### config.mk
export PLATFORM = sky130hd
export DESIGN_NAME = rf_wb_arbiter
export DESIGN_NICKNAME = d
export VERILOG_FILES = /design/src/rtl/rf_wb_arbiter.sv
export SDC_FILE = /design/constraint.sdc
export NUM_CORES = 1
export LEC_CHECK = 0
export ABC_AREA = 1
export CAP_MARGIN = 20
export CORE_MARGIN = 2
export CORE_UTILIZATION = 30
export DETAILED_ROUTE_END_ITERATION = 6
export SKIP_LAST_GASP = 1
export SYNTH_ARGS = -nofsm -noshare
export SYNTH_HDL_FRONTEND = slang
export SYNTH_SLANG_ARGS = --single-unit
### constraint.sdc
create_clock -name clk -period 2.7 [get_ports clk]
set_input_delay 0.54 -clock clk [delete_from_list [all_inputs] [get_ports clk]]
set_output_delay 0.54 -clock clk [all_outputs]
set_load 0.05 [all_outputs]
### src/rtl/rf_wb_arbiter.sv
// Register-file write-port arbiter: pipeline WB vs. buffered long-latency writebacks,
// fixed priority to the pipeline with a starvation guard that forces the FIFO head.
module rf_wb_arbiter #(
  parameter int DATA_WIDTH   = 32,
  parameter int ADDR_WIDTH   = 5,
  parameter int FIFO_DEPTH   = 2,
  parameter int STARVE_LIMIT = 4
) (
  input  logic                  clk,
  input  logic                  resetn,
  input  logic                  p_valid,
  output logic                  p_ready,
  input  logic [ADDR_WIDTH-1:0] p_waddr,
  input  logic [DATA_WIDTH-1:0] p_wdata,
  input  logic                  l_valid,
  output logic                  l_ready,
  input  logic [ADDR_WIDTH-1:0] l_waddr,
  input  logic [DATA_WIDTH-1:0] l_wdata,
  output logic                  rf_wen,
  output logic [ADDR_WIDTH-1:0] rf_waddr,
  output logic [DATA_WIDTH-1:0] rf_wdata,
  output logic                  l_pending
);

  localparam int PW = $clog2(FIFO_DEPTH);
  localparam int CW = PW + 1;
  localparam int SW = $clog2(STARVE_LIMIT) + 1;

  typedef enum logic {NORMAL, FORCE} state_t;

  state_t                state_reg, state_next;
  logic [ADDR_WIDTH-1:0] addr_mem [FIFO_DEPTH];
  logic [DATA_WIDTH-1:0] data_mem [FIFO_DEPTH];
  logic [PW-1:0]         wr_ptr_reg, rd_ptr_reg;
  logic [CW-1:0]         count_reg, count_next;
  logic                  full_reg, pending_reg;
  logic [SW-1:0]         starve_reg, starve_next;
  logic                  push, pop, grant_p, grant;
  logic [ADDR_WIDTH-1:0] g_addr;
  logic [DATA_WIDTH-1:0] g_data;
  logic                  wen_reg;
  logic [ADDR_WIDTH-1:0] waddr_reg;
  logic [DATA_WIDTH-1:0] wdata_reg;

  // pending_reg mirrors count_reg != 0, so it doubles as the FIFO head-valid flag.
  always_comb begin
    state_next  = NORMAL;
    starve_next = starve_reg;
    grant_p     = 1'b0;
    pop         = 1'b0;
    if (state_reg == FORCE) pop = pending_reg;
    else if (p_valid)       grant_p = 1'b1;
    else                    pop = pending_reg;

    if (pop || !pending_reg) begin
      starve_next = '0;
    end else if (grant_p) begin
      if (starve_reg == SW'(STARVE_LIMIT - 1)) begin
        starve_next = '0;
        state_next  = FORCE;
      end else begin
        starve_next = starve_reg + 1'b1;
      end
    end

    grant  = grant_p || pop;
    g_addr = pop ? addr_mem[rd_ptr_reg] : p_waddr;
    g_data = pop ? data_mem[rd_ptr_reg] : p_wdata;
  end

  assign push       = l_valid && !full_reg;
  assign count_next = count_reg + CW'(push) - CW'(pop);

  always_ff @(posedge clk) begin
    if (push) begin
      addr_mem[wr_ptr_reg] <= l_waddr;
      data_mem[wr_ptr_reg] <= l_wdata;
    end
  end

  always_ff @(posedge clk) begin
    if (!resetn) begin
      state_reg   <= NORMAL;
      starve_reg  <= '0;
      wr_ptr_reg  <= '0;
      rd_ptr_reg  <= '0;
      count_reg   <= '0;
      full_reg    <= 1'b0;
      pending_reg <= 1'b0;
      wen_reg     <= 1'b0;
      waddr_reg   <= '0;
      wdata_reg   <= '0;
    end else begin
      state_reg   <= state_next;
      starve_reg  <= starve_next;
      count_reg   <= count_next;
      full_reg    <= (count_next == CW'(FIFO_DEPTH));
      pending_reg <= (count_next != '0);
      if (push) wr_ptr_reg <= wr_ptr_reg + 1'b1;
      if (pop)  rd_ptr_reg <= rd_ptr_reg + 1'b1;
      // Writes to r0 still consume their grant but never reach the register file.
      wen_reg <= grant && (g_addr != '0);
      if (grant) begin
        waddr_reg <= g_addr;
        wdata_reg <= g_data;
      end
    end
  end

  assign p_ready   = grant_p;
  assign l_ready   = !full_reg;
  assign l_pending = pending_reg;
  assign rf_wen    = wen_reg;
  assign rf_waddr  = waddr_reg;
  assign rf_wdata  = wdata_reg;

endmodule

==> Word level (Yosys, flattened, before mapping) <==
Memories as Yosys holds them, arrays and structs flattened. A register that Yosys moved wholly into a read port is not among the register bits.
Index checks and enable logic that the tools add are counted.
{ "op_classes": {"add_sub_neg": 5, "n_eq_ne": 2, "reduce_logical": 10, "muxes": 14, "bitwise": 2} }
{ "op_table": {"columns": ["operator", "n"], "rows": [
  ["two-way mux 32 bit", 1],
  ["two-way mux 1 bit", 11],
  ["two-way mux 5 bit", 1],
  ["nonzero test 5 bit", 1],
  ["adder 3 x 1 -> 3 bit, second input constant", 1],
  ["== test 3 x 2 -> 1 bit, second input constant", 1],
  ["two-way mux 3 bit", 1],
  ["OR reduction 3 bit", 1],
  ["adder 1 bit, second input constant", 2],
  ["adder 2 x 1 -> 2 bit", 1],
  ["== test 2 bit, second input constant", 1],
  ["logical AND 1 bit", 2],
  ["zero test 1 bit", 2],
  ["logical OR 1 bit", 2],
  ["inverter 1 bit", 2],
  ["nonzero test 2 bit", 1],
  ["OR reduction 2 bit", 1],
  ["subtractor 2 x 1 -> 2 bit", 1]
]} }
{ "word_totals": {"regBits": 48, "wordCells": 45, "mem_bits_rw": 74, "mem_count": 2, "output_inout_bits": 41} }
{ "memory_table": {"columns": ["memory", "depth", "word_bits", "rd", "rd_ports_with_merged_regs", "wr", "line", "source"], "rows": [
  ["data_mem", 2, 32, 1, 1, 1, "33", "logic [DATA_WIDTH-1:0] data_mem [FIFO_DEPTH];"],
  ["addr_mem", 2, 5, 1, 1, 1, "32", "logic [ADDR_WIDTH-1:0] addr_mem [FIFO_DEPTH];"]
]} }

==> Longest topological paths before layout <==
{ "logic_depth": {"word_depth": 5, "mapped_depth": 11, "depth_no_buf": 11} }

==> Worst setup path before layout <==
Ideal clock, no wire load.
{ "synth_timing": {"path_type": "register to register", "startpoint": "reg full_reg", "endpoint": "mem addr_mem[1][0], enable pin", "t_required_ps": 2267, "stages_incl_launch_ff": 4, "period_less_slack_ps": 2860, "arrival_ps": 2427, "setup_time_ps": 433, "path_slack_ps": -160, "path_buffers": 0, "cell_sequence": "dfxtp_1 -> inv_1 -> nand2_1 -> nor2_1"} }
{ "synth_via": {"elab_chain_len": 4} }
{ "synth_rtl": {"columns": ["item", "line", "source"], "rows": [
  ["start, declared", "36", "logic full_reg, pending_reg;"],
  ["start signal, assigned", "97", "full_reg <= (count_next == CW'(FIFO_DEPTH));"],
  ["zero test 1 bit", null, null],
  ["named net l_ready", "16", "output logic l_ready,"],
  ["logical AND 1 bit", "71", "assign push = l_valid && !full_reg;"],
  ["two-way mux 1 bit", "75", "if (push) begin"],
  ["two-way mux 1 bit (not written as such)", "76", "addr_mem[wr_ptr_reg] <= l_waddr;"],
  ["end, declared", "32", null]
]} }
The timed path passes the listed nets, and every way through them passes these cells.

==> Final worst setup path <==
{ "layout_timing": {"startpoint": "reg pending_reg (netlist: l_pending)", "endpoint": "out l_pending"} }
{ "layout_rtl": {"columns": ["item", "line", "source"], "rows": [
  ["start, declared", "36", null],
  ["start signal, assigned", "98", "pending_reg <= (count_next != '0);"],
  ["end, declared", "22", "output logic l_pending"]
]} }
No word-level cell between the ends.

==> run_results.csv <==
group,metric,value,unit
drt,highest_layer,"met4",
timing,slew_viol_final,0,
synth,netlist_instances,446,
final_layout,syn_to_final_growth,42.2,%
power,irDropWorstVdd,438,uV
worst_setup_path,cp.arrival,1.70,ns
die,core,15300,um^2
timing,fin_ws,0.457,ns
placed_design,gp_congestion,0.787,
placed_design,port_buffers,118,
timing,worst-slew-pin-transition,0.698,ns
final_layout,drive_gt1_share,7.90,%
power,power_switching,0.00192,W
drt,wl_per_cell,14.8,um
power,p_comb_share,25.7,%
synth,synth.avg_cell_area,10.6,um^2
synth,synth_top_area_share,47.1,%
drt,drtPass1Iterations,4,
outcome,status,"finished clean",
worst_setup_path,worst_path_max_delay_cell,"clkdlybuf4s50_1",
timing,finalSetupViolations,0,
cts,tritoncts,"built",
worst_setup_path,worstSetupPathType,"reg2out",
die,die_w,129,um
final_layout,regArea,3200,um^2
drt,wl_met1,4760,um
cts,cts_setup_buffers,0,
cts,cts_htree_levels,4,
grt,grt_pass1_vias,3617,
worst_setup_path,startpoint,"l_pending$_SDFF_PN0_",
placed_design,hpwl,7920,um
synth,ys.flop_type,"edfxtp_1",
die,die_h,129,um
drt,routed_wl,11800,um
drt,ant_nets,0,
final_layout,diodes,0,
hold_path,holdCritPathClass,"reg2reg",
die,start_util,30.9,%
placed_design,dpl-instance-area,6150,um^2
worst_setup_path,rr_startpoint,"l_pending$_SDFF_PN0_",
timing,hold_ws,0.442,ns
worst_setup_path,critical_path.top_delay_family,"buffers and inverters",
synth,async_flop_share,0,%
grt,grt-ovfl-total,0,
power,clkPwrFrac,34.6,%
worst_setup_path,path_max_fanout,4,
worst_setup_path,crit_chain,"clkdlybuf4s50_1",
final_layout,n_fill_cell,1439,
final_layout,stdcell_area,6700,um^2
synth,synth.lib_cells_used.distinct,27,
timing,finalCriticalPeriod,2.24,ns
die,io_pins,119,
final_layout,regMostFlops,"data_mem",
job,maxCapViolations,0,
power,pwr_density_cell,911,nW/um^2
grt,grt_max_degree,39,
cts,numCtsBuffers,17,
cts,ctsHoldBuffers,0,
worst_setup_path,cpPeakStageDelay,0.85,ns
cts,cts.clk_slew.worst_paths,0.05,ns
timing,finClkSkew,0.00772,ns
synth,synth_seq_cells,123,
final_layout,nets,649,
power,p_leak,2.60,nW
hold_path,hp-start,"starve_reg[2]$_SDFFE_PP0P_",
cts,clockBufferDepth,2,
drt,wl_met3,907,um
synth,yosysSeqAreaShare,67.9,%
power,switching_share,31.4,%
timing,grt_setup_unrepaired,"false",
grt,grt_pass1_wl,18300,um
grt,grt_usage,14.7,%
timing,max_freq,0.446,GHz
die,die_area,16700,um^2
worst_setup_path,required,2.16,ns
cts,clockRootBuffer,"clkbuf_16",
worst_setup_path,crit_path_end_kind,"output pin",
timing,setup_tns,0,ns
drt,drc,0,
cts,cts_resized,0,
synth,synthTopCellsByArea,"edfxtp_1 47%, dfxtp_1 21%, nand2_1 11%",
synth,synth_fp_nets,526,
final_layout,multi_input_area,1310,um^2
cts,cts.sinks,123,
timing,hold_viol,0,
synth,netlist_area,4710,um^2
final_layout,final_cells,793,
die,rows,45,
synth,synth_edf_count,74,
power,p_int,0.00419,W
cts,clock_latency,0.41,ns
drt,vias,3602,
grt,antenna_found_initial,0,
placed_design,dp_cells,761,
worst_setup_path,crit_buf_inv,1,
synth,yosys.area.top_type,"edfxtp_1",
worst_setup_path,cp-start-kind,"flop",
timing,finalCritPeriodShare,83.1,%
drt,drtIter0Drc,160,
synth,ys_warn_count,0,
drt,vias_per_cell,4.54,
timing,relSlewSlack,53.4,%
power,p_seq_share,39.7,%
placed_design,pre_cts_slack,0.464,ns
final_layout,largest_register_ffs,64,
drt,dr_wl_met2,5880,um
-- through the flow --
| stage | total power [W] | util, % |
|---|---|---|
| final | 0.00610 | 43.9 |
| after floorplan | 0.00346 | - |
| after detailed placement | 0.00404 | 40.3 |
| after CTS | 0.00618 | 43.9 |
| after global routing | 0.00640 | 43.9 |
| after global placement | 0.00401 | 40.3 |
-- final timing paths --
check / cells after the start / slack (ns) / end
worst max-delay path: 1 / 0.46 / l_pending
worst min register to register: 2 / 0.44 / starve_reg[2]$_SDFFE_PP0P_
worst max register to register: 9 / 1.07 / l_pending$_SDFF_PN0_
worst min-delay path: 2 / 0.44 / starve_reg[2]$_SDFFE_PP0P_
-- area by class of cell --
type | instances | share of cell area [%]
Timing Repair Buffer | 126 | 19.2
Inverter | 21 | 1.21
Clock inverter | 10 | 1.47
Sequential cell | 123 | 47.8
Clock buffer | 22 | 6.78
Multi-Input combinational cell | 280 | 19.6
Tap cell | 211 | 3.94
-- synth_stat cells, types with 3 or more instances --
cell and number:
nand2_1 138, edfxtp_1 74, dfxtp_1 49, nand3_1 45, nor2_1 26, o21ai_0 23
inv_1 17, o211ai_1 15, buf_2 9, o21ai_1 9, a31oi_1 7, a21oi_1 5
buf_4 4, clkbuf_1 4, buf_6 3, inv_2 3
-- cells in the final DEF (no fill, tap or decap) --
cell type,instances
inv_1,17
nor2_4,2
nand2_1,138
clkinv_1,3
o21ai_0,23
nor2_8,1
buf_12,4
nand3_1,45
edfxtp_1,74
dfxtp_1,49
o21ai_1,9
nand2_4,2
xor2_1,1
a31oi_1,7
buf_4,5
a21oi_1,5
clkbuf_1,4
clkdlybuf4s50_1,117
nor3_1,2
clkbuf_8,1
clkinvlp_4,1
bufinv_16,2
o211ai_1,15
inv_2,3
nor2_1,24
inv_4,1
a21oi_2,1
or2_2,2
nor3b_1,1
clkinv_2,4
ha_1,2
clkbuf_16,17
-- power groups by stage --
stage                     combinational, W  clock (W)  sequential [W]
after floorplan                   0.000622          0         0.00284
after global placement             0.00156          0         0.00245
after detailed placement           0.00158          0         0.00246
after CTS                          0.00159    0.00216         0.00242
after global routing               0.00170    0.00224         0.00245
final                              0.00157    0.00211         0.00242
-- cell families (layout without fill, tap and decap cells) --
family	Yosys count	count (layout)	synth area share [%]
AO/OA/AOI/OAI	60	60	7.43
XOR/XNOR	1	1	0.186
adder cells (fa/ha/maj)	2	2	0.531
buffers and inverters	43	179	4.54
flip-flops	123	123	67.9
AND/OR/NAND/NOR	217	217	19.4
-- routing by layer --
metal / up-vias / GRT usage [%]
met5: - / 0
met4: 0 / 6.78
met3: 18 / 5.28
met2: 115 / 24.7
met1: 1701 / 16.8
li1: 1768 / -
(Power assumes the default switching activity.)
